--- config.mk ---
export PLATFORM = sky130hd
export DESIGN_NAME = k_rctl_t3
export DESIGN_NICKNAME = d
export VERILOG_FILES = /design/src/rtl/k_fifo_pkg.sv /design/src/rtl/k_sync_w2r_t1.sv /design/src/rtl/k_rctl_t3.sv
export SDC_FILE = /design/constraint.sdc
export NUM_CORES = 1
export LEC_CHECK = 0
export CORE_UTILIZATION = 57
export CTS_BUF_LIST = sky130_fd_sc_hd__clkbuf_16
export CTS_CLUSTER_SIZE = 10
export DETAILED_ROUTE_END_ITERATION = 8
export DONT_BUFFER_PORTS = 1
export PLACE_DENSITY = 0.72
export SLEW_MARGIN = 20
export SYNTH_ARGS = -nofsm -noshare
export SYNTH_HDL_FRONTEND = slang
export SYNTH_SLANG_ARGS = --single-unit
--- constraint.sdc ---
create_clock -name rclk -period 2.95 [get_ports rclk]
set_clock_uncertainty 0.15 [all_clocks]
set_input_delay 0.59 -clock rclk [delete_from_list [all_inputs] [get_ports rclk]]
set_output_delay 0.59 -clock rclk [all_outputs]
set_load 0.02 [all_outputs]
--- src/rtl/k_fifo_pkg.sv ---
// Shared dual-clock FIFO helpers: Gray/binary conversion and the default pointer size.
// Read-side and write-side control both import this package.
package k_fifo_pkg;

    localparam int ADDR_SIZE_DEF = 4;
    localparam int PTR_MAX_W     = 32;

    // Callers zero-extend their pointer to PTR_MAX_W and size-cast the result back.
    // This lets one function serve every pointer width.
    function automatic logic [PTR_MAX_W-1:0] bin2gray(input logic [PTR_MAX_W-1:0] b);
        return b ^ (b >> 1);
    endfunction

    function automatic logic [PTR_MAX_W-1:0] gray2bin(input logic [PTR_MAX_W-1:0] g);
        logic [PTR_MAX_W-1:0] b;
        b[PTR_MAX_W-1] = g[PTR_MAX_W-1];
        for (int i = PTR_MAX_W - 2; i >= 0; i--)
            b[i] = b[i+1] ^ g[i];
        return b;
    endfunction

endpackage

--- src/rtl/k_sync_w2r_t1.sv ---
// Two-flop pointer synchronizer with no logic between the stages.
// The write-side r2w synchronizer uses this same structure.
module k_sync_w2r_t1 #(
    parameter int width = 5
) (
    input  logic             rclk,
    input  logic             rrst,
    input  logic [width-1:0] d,
    output logic [width-1:0] q2
);

    logic [width-1:0] q1;

    always_ff @(posedge rclk or posedge rrst) begin
        if (rrst) begin
            q1 <= '0;
            q2 <= '0;
        end else begin
            q1 <= d;
            q2 <= q1;
        end
    end

endmodule

--- src/rtl/k_rctl_t3.sv ---
// Read-side FIFO control: holds the binary/Gray read pointers and syncs in the write pointer.
// It also produces the registered empty flag, almost-empty flag and fill level.
module k_rctl_t3
    import k_fifo_pkg::*;
#(
    parameter int addr_size     = ADDR_SIZE_DEF,
    parameter int aempty_thresh = 2
) (
    input  logic                 rclk,
    input  logic                 rrst,
    input  logic                 rinc,
    input  logic [addr_size:0]   wptr,
    output logic                 rempty,
    output logic                 raempty,
    output logic [addr_size-1:0] raddr,
    output logic [addr_size:0]   rptr,
    output logic [addr_size:0]   rq2_wptr,
    output logic [addr_size:0]   rlevel
);

    localparam int P = addr_size + 1;
    localparam logic [addr_size:0] AE_TH = P'(aempty_thresh);

    logic               rget;
    logic [addr_size:0] rbin, rbin_next, rgray_next, wbin, rlevel_next;

    k_sync_w2r_t1 #(.width(P)) u_sync (
        .rclk (rclk),
        .rrst (rrst),
        .d    (wptr),
        .q2   (rq2_wptr)
    );

    always_comb begin
        rget        = rinc & ~rempty;
        rbin_next   = rbin + {{addr_size{1'b0}}, rget};
        rgray_next  = P'(bin2gray(PTR_MAX_W'(rbin_next)));
        wbin        = P'(gray2bin(PTR_MAX_W'(rq2_wptr)));
        // The synced write pointer lags, so the level and flags can only under-report data.
        rlevel_next = wbin - rbin_next;
    end

    assign raddr = rbin[addr_size-1:0];

    always_ff @(posedge rclk or posedge rrst) begin
        if (rrst) begin
            rbin    <= '0;
            rptr    <= '0;
            rlevel  <= '0;
            rempty  <= 1'b1;
            raempty <= 1'b1;
        end else begin
            rbin    <= rbin_next;
            rptr    <= rgray_next;
            rlevel  <= rlevel_next;
            rempty  <= (rgray_next == rq2_wptr);
            raempty <= (rlevel_next <= AE_TH);
        end
    end

endmodule
== Yosys cells after proc, flatten, opt, wreduce, memory -nomap -nowiden ==
Cells that the tools add are included.

* Input port bits: 8
* Register bits after elaboration: 27

* Equal/unequal tests: 1
* Order comparisons: 1
* Bitwise gates (word level): 7
* Add/subtract/negate cells: 2

{| class="wikitable"
|+ Operators by type and width
! cell !! count
|-
| $add A5 B1 Y5 || 1
|-
| $eq A5 B5 Y1 || 1
|-
| $le A5 B2 Y1 const B || 1
|-
| $sub A5 B5 Y5 || 1
|-
| $xor A5 B4 Y5 || 1
|-
| $xor A1 B1 Y1 || 4
|-
| $and A1 B1 Y1 || 1
|-
| $not A1 Y1 || 1
|}

== Logic depth before layout (Yosys ltp) ==
Gate-level depths: netlist of run 1.

* Depth in word-level cells: 6
* Depth in mapped cells: 9
* Mapped depth without buffers: 9

== Modules after synthesis ==
Synthesis of run 1 repeated with hierarchy kept, for this count alone.

* Cells, all modules: 81
* Area total of the unflattened synthesis: 1,132.3 um^2

{| class="wikitable"
|+ By module, submodules not included
! module !! cells each !! instances !! area an instance (um^2) !! sequential area each (um^2)
|-
| k_rctl_t3 || 70 || 1 || 878.3 || 402.9
|-
| k_sync_w2r_t1 || 11 || 1 || 254.0 || 250.2
|}

== Worst setup path before layout of run 1 ==
Ideal clock, no wire load.

* Path kind: flip-flop to flip-flop
* Start: reg u_sync.q2[4]
* End: reg raempty
* Setup time: 0.105 ns
* Clock period less this slack: 2.890 ns
* Data required time: 2.695 ns
* Path slack: 0.060 ns
* Arrival: 2.635 ns
* Stages on the path, launching flop included: 10
* Path through: dfrtp_1 xor3_2 xor2_1 xnor2_1 ha_1 inv_1 fa_1 a31oi_1 xnor2_1 a2111oi_2

* Longest elaborated chain between the ends: 6

{| class="wikitable"
|+ RTL lines
! item !! line !! source
|-
| start, declared || k_sync_w2r_t1.sv:9 || <nowiki>output logic [width-1:0] q2</nowiki>
|-
| start signal, assigned || k_sync_w2r_t1.sv:20 || <nowiki>q2 <= q1;</nowiki>
|-
| $xor A1 B1 Y1 (4 in series) || k_fifo_pkg.sv:18 || <nowiki>b[i] = b[i+1] ^ g[i];</nowiki>
|-
| $sub A5 B5 Y5 * || k_rctl_t3.sv:40 || <nowiki>rlevel_next = wbin - rbin_next;</nowiki>
|-
| via rlevel_next[4] || k_rctl_t3.sv:25 || <nowiki>logic [addr_size:0] rbin, rbin_next, rgray_next, wbin, rlevel_next;</nowiki>
|-
| $le A5 B2 Y1 * || k_rctl_t3.sv:57 || <nowiki>raempty <= (rlevel_next <= AE_TH);</nowiki>
|-
| end signal, assigned || k_rctl_t3.sv:57 ||
|-
| end, declared || k_rctl_t3.sv:14 || <nowiki>output logic raempty,</nowiki>
|}

The timed path passes the listed nets; every way through them passes the cells marked *.

== Worst setup path in the final report of run 1 ==
Same ends and word-level chain as after synthesis.

==> results of run 1 <==
-- Yosys cell counts --
master,n,area [um2]
sky130_fd_sc_hd__a2111oi_2,1,15.0
sky130_fd_sc_hd__a21o_1,2,15.0
sky130_fd_sc_hd__a21oi_1,2,10.0
sky130_fd_sc_hd__a311oi_1,1,8.76
sky130_fd_sc_hd__a31oi_1,1,6.26
sky130_fd_sc_hd__and3b_1,1,8.76
sky130_fd_sc_hd__and4b_1,1,10.0
sky130_fd_sc_hd__buf_4,2,15.0
sky130_fd_sc_hd__dfrtp_1,24,601
sky130_fd_sc_hd__dfstp_2,2,52.6
sky130_fd_sc_hd__fa_1,1,20.0
sky130_fd_sc_hd__ha_1,6,75.1
sky130_fd_sc_hd__inv_1,7,26.3
sky130_fd_sc_hd__nand2_1,1,3.75
sky130_fd_sc_hd__nand3_1,2,10.0
sky130_fd_sc_hd__nand4_1,1,6.26
sky130_fd_sc_hd__nor2b_1,2,12.5
sky130_fd_sc_hd__xnor2_1,15,131
sky130_fd_sc_hd__xor2_1,6,52.6
sky130_fd_sc_hd__xor3_1,1,23.8
sky130_fd_sc_hd__xor3_2,1,25.0
-- routing by layer --
metal / vias up / GRT usage, % / wire [um] / part of all wire [%]
met4: 0 / 10.6 / 10 / 0.59
met2: 25 / 31.1 / 865 / 51
met5: - / 0 / 0 / 0
li1: 272 / - / - / -
met3: 2 / 5.49 / 98 / 5.8
met1: 282 / 22.7 / 723 / 43
-- flip-flops by register name, summed over array words and instances (netlist names) --
register and cells:
rbin 5, raempty 1, rptr 4, u_sync.q1 5, u_sync.q2 5, rlevel 5
rempty 1
-- worst register-to-register path, cell delays in order, from the launching register on --
cell	delay (ns)
sky130_fd_sc_hd__dfrtp_1	0.36
sky130_fd_sc_hd__xor3_2	0.50
sky130_fd_sc_hd__xor2_2	0.18
sky130_fd_sc_hd__xnor2_1	0.15
sky130_fd_sc_hd__ha_1	0.17
sky130_fd_sc_hd__inv_1	0.06
sky130_fd_sc_hd__fa_1	0.41
sky130_fd_sc_hd__a31oi_1	0.18
sky130_fd_sc_hd__xnor2_1	0.12
sky130_fd_sc_hd__a2111oi_2	0.35
-- report_power, final --
part           switching [W]  internal, W
combinational       0.000378     0.000348
sequential          0.000232     0.000493
clock               0.000113     0.000270
total               0.000724      0.00111
-- placed cells by master, fill, tap and decap left out, drive strengths merged --
cell     Yosys  routed
bufinv       0       1
dfstp        2       2
a21o         2       2
nand4        1       1
buf          2       5
ha           6       6
and4b        1       1
a311oi       1       1
fa           1       1
a21oi        2       2
a31oi        1       1
nand2        1       1
nor2b        2       2
inv          7       7
a2111oi      1       1
dfrtp       24      24
xor3         2       2
xor2         6       6
clkbuf       0       3
nand3        2       2
xnor2       15      15
and3b        1       1
-- area by class of cell --
cell class	instances	area, um2
Multi-Input combinational cell	45	442
Clock buffer	3	75.1
Timing Repair Buffer	5	37.5
Fill cell	121	488
Inverter	7	26.3
Clock inverter	1	30.0
Tap cell	25	31.3
Sequential cell	26	653
-- path summary, 6_finish.rpt --
path                                        start                      to  cells after the start
setup / recovery           u_sync.q2[4]$_DFF_PP0_       raempty$_DFF_PP1_                      9
hold / removal             u_sync.q1[3]$_DFF_PP0_  u_sync.q2[3]$_DFF_PP0_                      0
setup reg to reg           u_sync.q2[4]$_DFF_PP0_       raempty$_DFF_PP1_                      9
hold reg to reg            u_sync.q1[3]$_DFF_PP0_  u_sync.q2[3]$_DFF_PP0_                      0
max in group asynchronous                    rrst       rptr[2]$_DFF_PP0_                      1
min in group asynchronous                    rrst  u_sync.q2[1]$_DFF_PP0_                      1
-- stage by stage --
| stage | total power [W] | setup slack, ns |
|---|---|---|
| 4_1_cts | 0.00186 | 0.149 |
| 2_1_floorplan | 0.00132 | 0.0599 |
| 3_3_place_gp | 0.00144 | 0.207 |
| 3_5_place_dp | 0.00145 | 0.161 |
| 5_1_grt | 0.00197 | 0.0277 |
| 6_report | 0.00183 | 0.222 |
-- cell families after synthesis --
logic type,count (synthesis),synth area share [%]
compound gates,7,4.88
flops,26,57.9
fa+ha+maj,7,8.43
simple gates,8,4.55
buf+inv,9,3.66
xor+xnor,23,20.6
==> summary by stage, run 1 <==
Run status
The run finished with clean final reports.

Synthesis
The synthesized instance count is 80. The number of different library cells used by synthesis comes to 21. The netlist area before placement is 1130 um2. The sequential cell area fraction in the yosys report is 57.9%. Synthesis produced a netlist with a net count of 95. The count of state elements after synthesis is 26.

The per-instance average area after synthesis is 14.1 um2. For this run, the number of Yosys warnings is 0.

Floorplan
The area enclosed by the die boundary is 2160 um2. For this configuration, the core starts out at a cell density of 63.3%. The I/O pin total is 29. The floorplan step defined a core boundary enclosing 1780 um2. The total number of placement rows is 15.

The width of the die is 46.5 um. The height of the chip is 46.5 um.

Setup path
The critical path goes through xor3_2 > xor2_2 > xnor2_1 > ha_1 > inv_1 > fa_1 > a31oi_1 > xnor2_1 > a2111oi_2. The startpoint type of the worst setup path is a register. The largest delay contributor family on the critical path is XOR/XNOR gates. The arrival time reported for the critical path endpoint is 2.73 ns. The setup path with the least slack is of type reg2reg.

The required time of the critical path is 2.96 ns. The most numerous cell type found on the critical path is sky130_fd_sc_hd__xnor2_1. The kind of end point of the critical path is a register. The number of buffer and inverter instances along the worst setup path is 1.

The slowest cell on the critical path is sky130_fd_sc_hd__xor3_2. The worst register-to-register path has a setup slack of 0.22 ns. In this design, the stage delay of the slowest critical-path cell is 0.49 ns. The maximum fanout count along the critical path is 3.

Drt
The residual antenna-violating net count after detailed routing is 0. The routed wirelength normalized by instance count is 15.2 um. After detailed routing, the number of vias per cell comes to 5.19. Before antenna repair, the detailed router went through 4 iterations. The total wirelength of the detailed-routed design is 1.70 mm.

The total number of vias is 581. The iteration-0 DRC count of the detailed router is 3. The number of remaining DRC errors is 0.

Run
The tool flagged a number of max-cap violations equal to 0.

STA
The maximum achievable frequency is 367 MHz. At the pin with the least slew margin, the transition time is 0.920 ns. Summed over all failing endpoints, the final setup total negative slack is 0 ns. The final cycle utilization of the critical path is 92.5%. The max-slew violation count came to 0. Setup repair after global routing left no endpoint under its margin. The final count of hold timing violations is 0. The minimum clock period is 2.73 ns. In this run the tightest slew margin relative to its limit is 38.6%. Setup violations remaining at the end of the flow were counted as 0. The hold slack is 0.199 ns.

Final layout
The finished cells cover 1290 um2. 0 antenna diodes ended up in the layout. From synthesis to final layout, the design area changed by 14.7%. The final core area utilization is 72.6%. The ratio of cells with drive above 1 in the final layout is 16.1%. For this run, the post-layout net count is 103. After the flow finishes, the layout carries non-filler instances totaling 112.

GRT
For this run, the total global-route usage over all layers was measured as 19.2%. Global routing finished with a remaining overflow of 0. The first-pass GRT wire length is 2.75 mm. The initial antenna violation count is 0. Entering global routing, the biggest net connects 27 pins. The number of global-route vias before repair came to 618.

Clocking
The clock transition at the registers of the reported paths is 0.06 ns. The number of gates resized after CTS was 0. The later pin in the worst-skew pair is clocked with a latency of 0.25 ns. The number of hold buffers added after CTS is 0. The number of H-tree branching levels is 1. The clock buffer count from CTS is 3.

TritonCTS built the clock tree. In this run the deepest clock path goes through 2 buffers. Buffers added to address setup during post-CTS repair amount to 0.

CTS saw 26 sinks. The tree is rooted in a sky130_fd_sc_hd__clkbuf_16.

Power
The peak supply drop is 822 uV. The cell area power density is 1420 nW/um2. In this run the static leakage power is 0.598 nW.

Place
Buffers placed on the I/O ports in this run total 0. The area after detailed placement is 1180 um2. In this run, placement finished with an instance count of 108. The final weighted congestion in routability-driven placement is 0.785. The placed wire-length estimate after detailed placement is 1.23 mm.

Min path
The type of the tightest min-delay check is reg2reg.
No activity file was read; power rests on OpenSTA's default activity.
==> inputs of run 2 (changes only) <==
--- a/config.mk
+++ b/config.mk
@@ -5,12 +5,12 @@
 export SDC_FILE = /design/constraint.sdc
 export NUM_CORES = 1
 export LEC_CHECK = 0
-export CORE_UTILIZATION = 57
+export CORE_UTILIZATION = 60
 export CTS_BUF_LIST = sky130_fd_sc_hd__clkbuf_16
 export CTS_CLUSTER_SIZE = 10
 export DETAILED_ROUTE_END_ITERATION = 8
 export DONT_BUFFER_PORTS = 1
-export PLACE_DENSITY = 0.72
+export PLACE_DENSITY = 0.76
 export SLEW_MARGIN = 20
 export SYNTH_ARGS = -nofsm -noshare
 export SYNTH_HDL_FRONTEND = slang
==> run 2 against run 1 <==
Critical path type unchanged. Largest power group unchanged. Critical path depth unchanged. Die area down 4.8%. Clock power barely moved. Clock-buffer cell count unchanged. Combinational power up 1%. Final area fell by 0.58%. Power is 0.33% higher. Cell count unchanged. Register-to-register slack got worse by 0.05 ns. Maximum frequency shrank 1.9%. Via count rose by 1.2%. Non-clock buffer count stayed put.
==> summary by stage, run 2 (same netlist as run 1, synthesis figures left out) <==
Final layout
The storage element area is 653 um2 (unchanged). The number of antenna diodes is 0 (unchanged). The count of filler cells inserted in the layout is 106 (was 121). The number of nets in the finished design came to 103 (unchanged). The most common library cell in the layout ignoring fill and taps is sky130_fd_sc_hd__dfrtp_1 (unchanged).

The ratio of cells with drive above 1 in the final layout is 14.9% (was 16.1%). The synthesis-to-finish area growth is 14.1% (was 14.7%). The multi-input logic area came to 434 um2 (was 442 um2). The number of non-filler instances in the completed layout is 112 (unchanged).

Top library cells by usage in the layout, fill and taps aside: sky130_fd_sc_hd__dfrtp_1, sky130_fd_sc_hd__xnor2_1, sky130_fd_sc_hd__inv_1 (unchanged).

Drt
The residual antenna-violating net count after detailed routing is 0 (unchanged). The total iterations of the first detailed-routing run is 4 (unchanged). The routed wirelength normalized by instance count is 14.9 um (was 15.2 um). The number of remaining DRC errors came to 0 (unchanged).

The iteration-0 DRC count of the detailed router came to 5 (was 3). The detail-routed via count per cell is 5.25 (was 5.19). The total wirelength of the detailed-routed design is 1.67 mm (was 1.70 mm). The total number of vias is 588 (was 581).

STA
The actual transition at the worst max-transition pin is 0.936 ns (was 0.920 ns). The minimum clock period is 2.78 ns (was 2.73 ns). The worst slew margin relative to its limit is 37.6% (was 38.6%).

Unrepaired setup endpoints after global routing: no (unchanged). The final count of negative-setup-slack endpoints is 0 (unchanged). The final count of hold timing violations is 0 (unchanged).

The post-route setup TNS was 0 ns (unchanged). The final cycle utilization of the critical path is 94.2% (was 92.5%). The maximum achievable frequency was 360 MHz (was 367 MHz).

The max-slew violation count was 0 (unchanged). The hold slack is 0.198 ns (was 0.199 ns).

GRT
The initial antenna violation count is 0 (unchanged). The pin count of the biggest net entering global routing is 27 (unchanged). The global router's overall resource usage is 19.3% (was 19.2%).

The first-pass GRT wire length came to 2.67 mm (was 2.75 mm). The number of global-route vias before repair is 618 (unchanged). The total congestion overflow after global routing is 0 (unchanged).

Setup path
The reg-to-reg endpoint is raempty$_DFF_PP1_ (unchanged). The timing startpoint of the critical path is u_sync.q2[3]$_DFF_PP0_ (was u_sync.q2[4]$_DFF_PP0_). The most repeated library cell on the critical path is sky130_fd_sc_hd__xnor2_1 (unchanged).

The startpoint type of the worst setup path is a register (unchanged). The worst-case reg-to-reg path depth is 9 (unchanged). The required time of the critical path is 2.95 ns (was 2.96 ns). The end point of the critical path is raempty$_DFF_PP1_ (unchanged). The kind of end point of the critical path is a register (unchanged).

The worst setup path category is reg2reg (unchanged). The delay contributed by the slowest stage of the critical path came to 0.43 ns (was 0.49 ns). The worst flop-to-flop path startpoint is u_sync.q2[3]$_DFF_PP0_ (was u_sync.q2[4]$_DFF_PP0_). Crit-path cells: xor3_2 > xor2_1 > xnor2_1 > ha_1 > inv_1 > fa_1 > a31oi_1 > xnor2_1 > a2111oi_2 (was xor3_2 > xor2_2 > xnor2_1 > ha_1 > inv_1 > fa_1 > a31oi_1 > xnor2_1 > a2111oi_2). The maximum fanout count along the critical path is 3 (unchanged).

The slowest cell on the critical path was sky130_fd_sc_hd__xor3_2 (unchanged). The arrival time reported for the critical path endpoint was 2.78 ns (was 2.73 ns). The reg-to-reg setup timing slack is 0.17 ns (was 0.22 ns).

Clocking
The clock buffer count from CTS is 3 (unchanged). The number of sinks driven by the clock tree is 26 (unchanged). The TritonCTS clock tree is built (unchanged).

The post-CTS repair timing setup buffer count is 0 (unchanged). The maximum count of clock buffers along a single path was 2 (unchanged). The post-cts repair resize count is 0 (unchanged). The number of H-tree branching levels is 1 (unchanged). The clock transition at the registers of the reported paths was 0.06 ns (about the same). The number of hold buffers added after CTS is 0 (unchanged).

The clock tree root buffer cell is sky130_fd_sc_hd__clkbuf_16 (unchanged). The source-to-sink clock delay at the later pin of the worst-skew pair was 0.26 ns (was 0.25 ns).

Place
The final weighted congestion in routability-driven placement is 0.741 (was 0.785). The number of instances in the placed design came to 108 (unchanged). The quantity of I/O buffers inserted on ports is 0 (unchanged). The placed wire-length estimate after detailed placement is 1.16 mm (was 1.23 mm).

Power
The total leakage power came to 0.596 nW (was 0.598 nW). The peak supply drop was 949 uV (was 822 uV). The cell area power density is 1430 nW/um2 (was 1420 nW/um2).

Min path
The instance count along the most critical hold path came to 0 (unchanged). The type of the tightest min-delay check is reg2reg (unchanged).

Floorplan
The I/O pin total was 29 (unchanged). The area enclosed by the die boundary is 2060 um2 (was 2160 um2). The width of the die is 45.4 um (was 46.5 um).

The total number of placement rows is 15 (unchanged). The initial cell density of the core is 64.7% (was 63.3%). The floorplan core area is 1750 um2 (was 1780 um2). The height of the chip was 45.4 um (was 46.5 um).

Run
The number of max-capacitance violations reported came to 0 (unchanged).

Run status
Run status: finished, final reports clean (unchanged).
## run 2: cell counts in the layout (fill, tap and decap cells not counted)
Identical to the previous run, type by type.
## run 2: worst min-delay path by stage
stage / from / to / slack (ns)
finish: u_sync.q1[1]$_DFF_PP0_ / u_sync.q2[1]$_DFF_PP0_ / 0.20
global route: wptr[3] / u_sync.q1[3]$_DFF_PP0_ / 0.20
CTS: u_sync.q1[0]$_DFF_PP0_ / u_sync.q2[0]$_DFF_PP0_ / 0.20
detailed placement: u_sync.q1[0]$_DFF_PP0_ / u_sync.q2[0]$_DFF_PP0_ / 0.18
global placement: u_sync.q1[2]$_DFF_PP0_ / u_sync.q2[2]$_DFF_PP0_ / 0.18
floorplan: u_sync.q1[0]$_DFF_PP0_ / u_sync.q2[0]$_DFF_PP0_ / 0.18
## run 2: worst max-delay path: cells and delay by family (launching register included)
family / cells / cell delay, ns
compound gates: 2 / 0.54
xor+xnor: 4 / 0.96
fa+ha+maj: 2 / 0.57
buf+inv: 1 / 0.06
flops: 1 / 0.40
## run 2: through the flow
step | utilization (%) | area [um2] | setup WS (ns) | total power (W)
CTS | 73.8 | 1290 | 0.146 | 0.00186
finish | 73.8 | 1290 | 0.170 | 0.00184
global placement | 67.7 | 1180 | 0.140 | 0.00143
floorplan | - | 1130 | 0.0599 | 0.00132
detailed placement | 67.7 | 1180 | 0.0988 | 0.00145
global route | 73.8 | 1290 | 0.0320 | 0.00196
## run 2: report_power, final
group          leakage (nW)  switching (W)  internal [W]
registers             0.301       0.000229      0.000493
clock network        0.0511       0.000113      0.000270
logic                 0.244       0.000387      0.000350
total                 0.596       0.000729       0.00111
## run 2: cell type report
type | instances | area share, %
clock buffer | 3 | 5.83
clock inverter | 1 | 2.33
inverter | 7 | 2.04
multi-input combinational | 45 | 33.7
sequential | 26 | 50.7
tap | 25 | 2.43
timing repair buffer | 5 | 2.92
## run 2: per-layer routing
metal / track usage, % / part of all wire (%) / vias up
met5: 0 / 0 / -
li1: - / - / 274
met1: 25.7 / 47 / 284
met4: 10.9 / 1.9 / 0
met2: 29.0 / 46 / 26
met3: 4.76 / 5.4 / 4
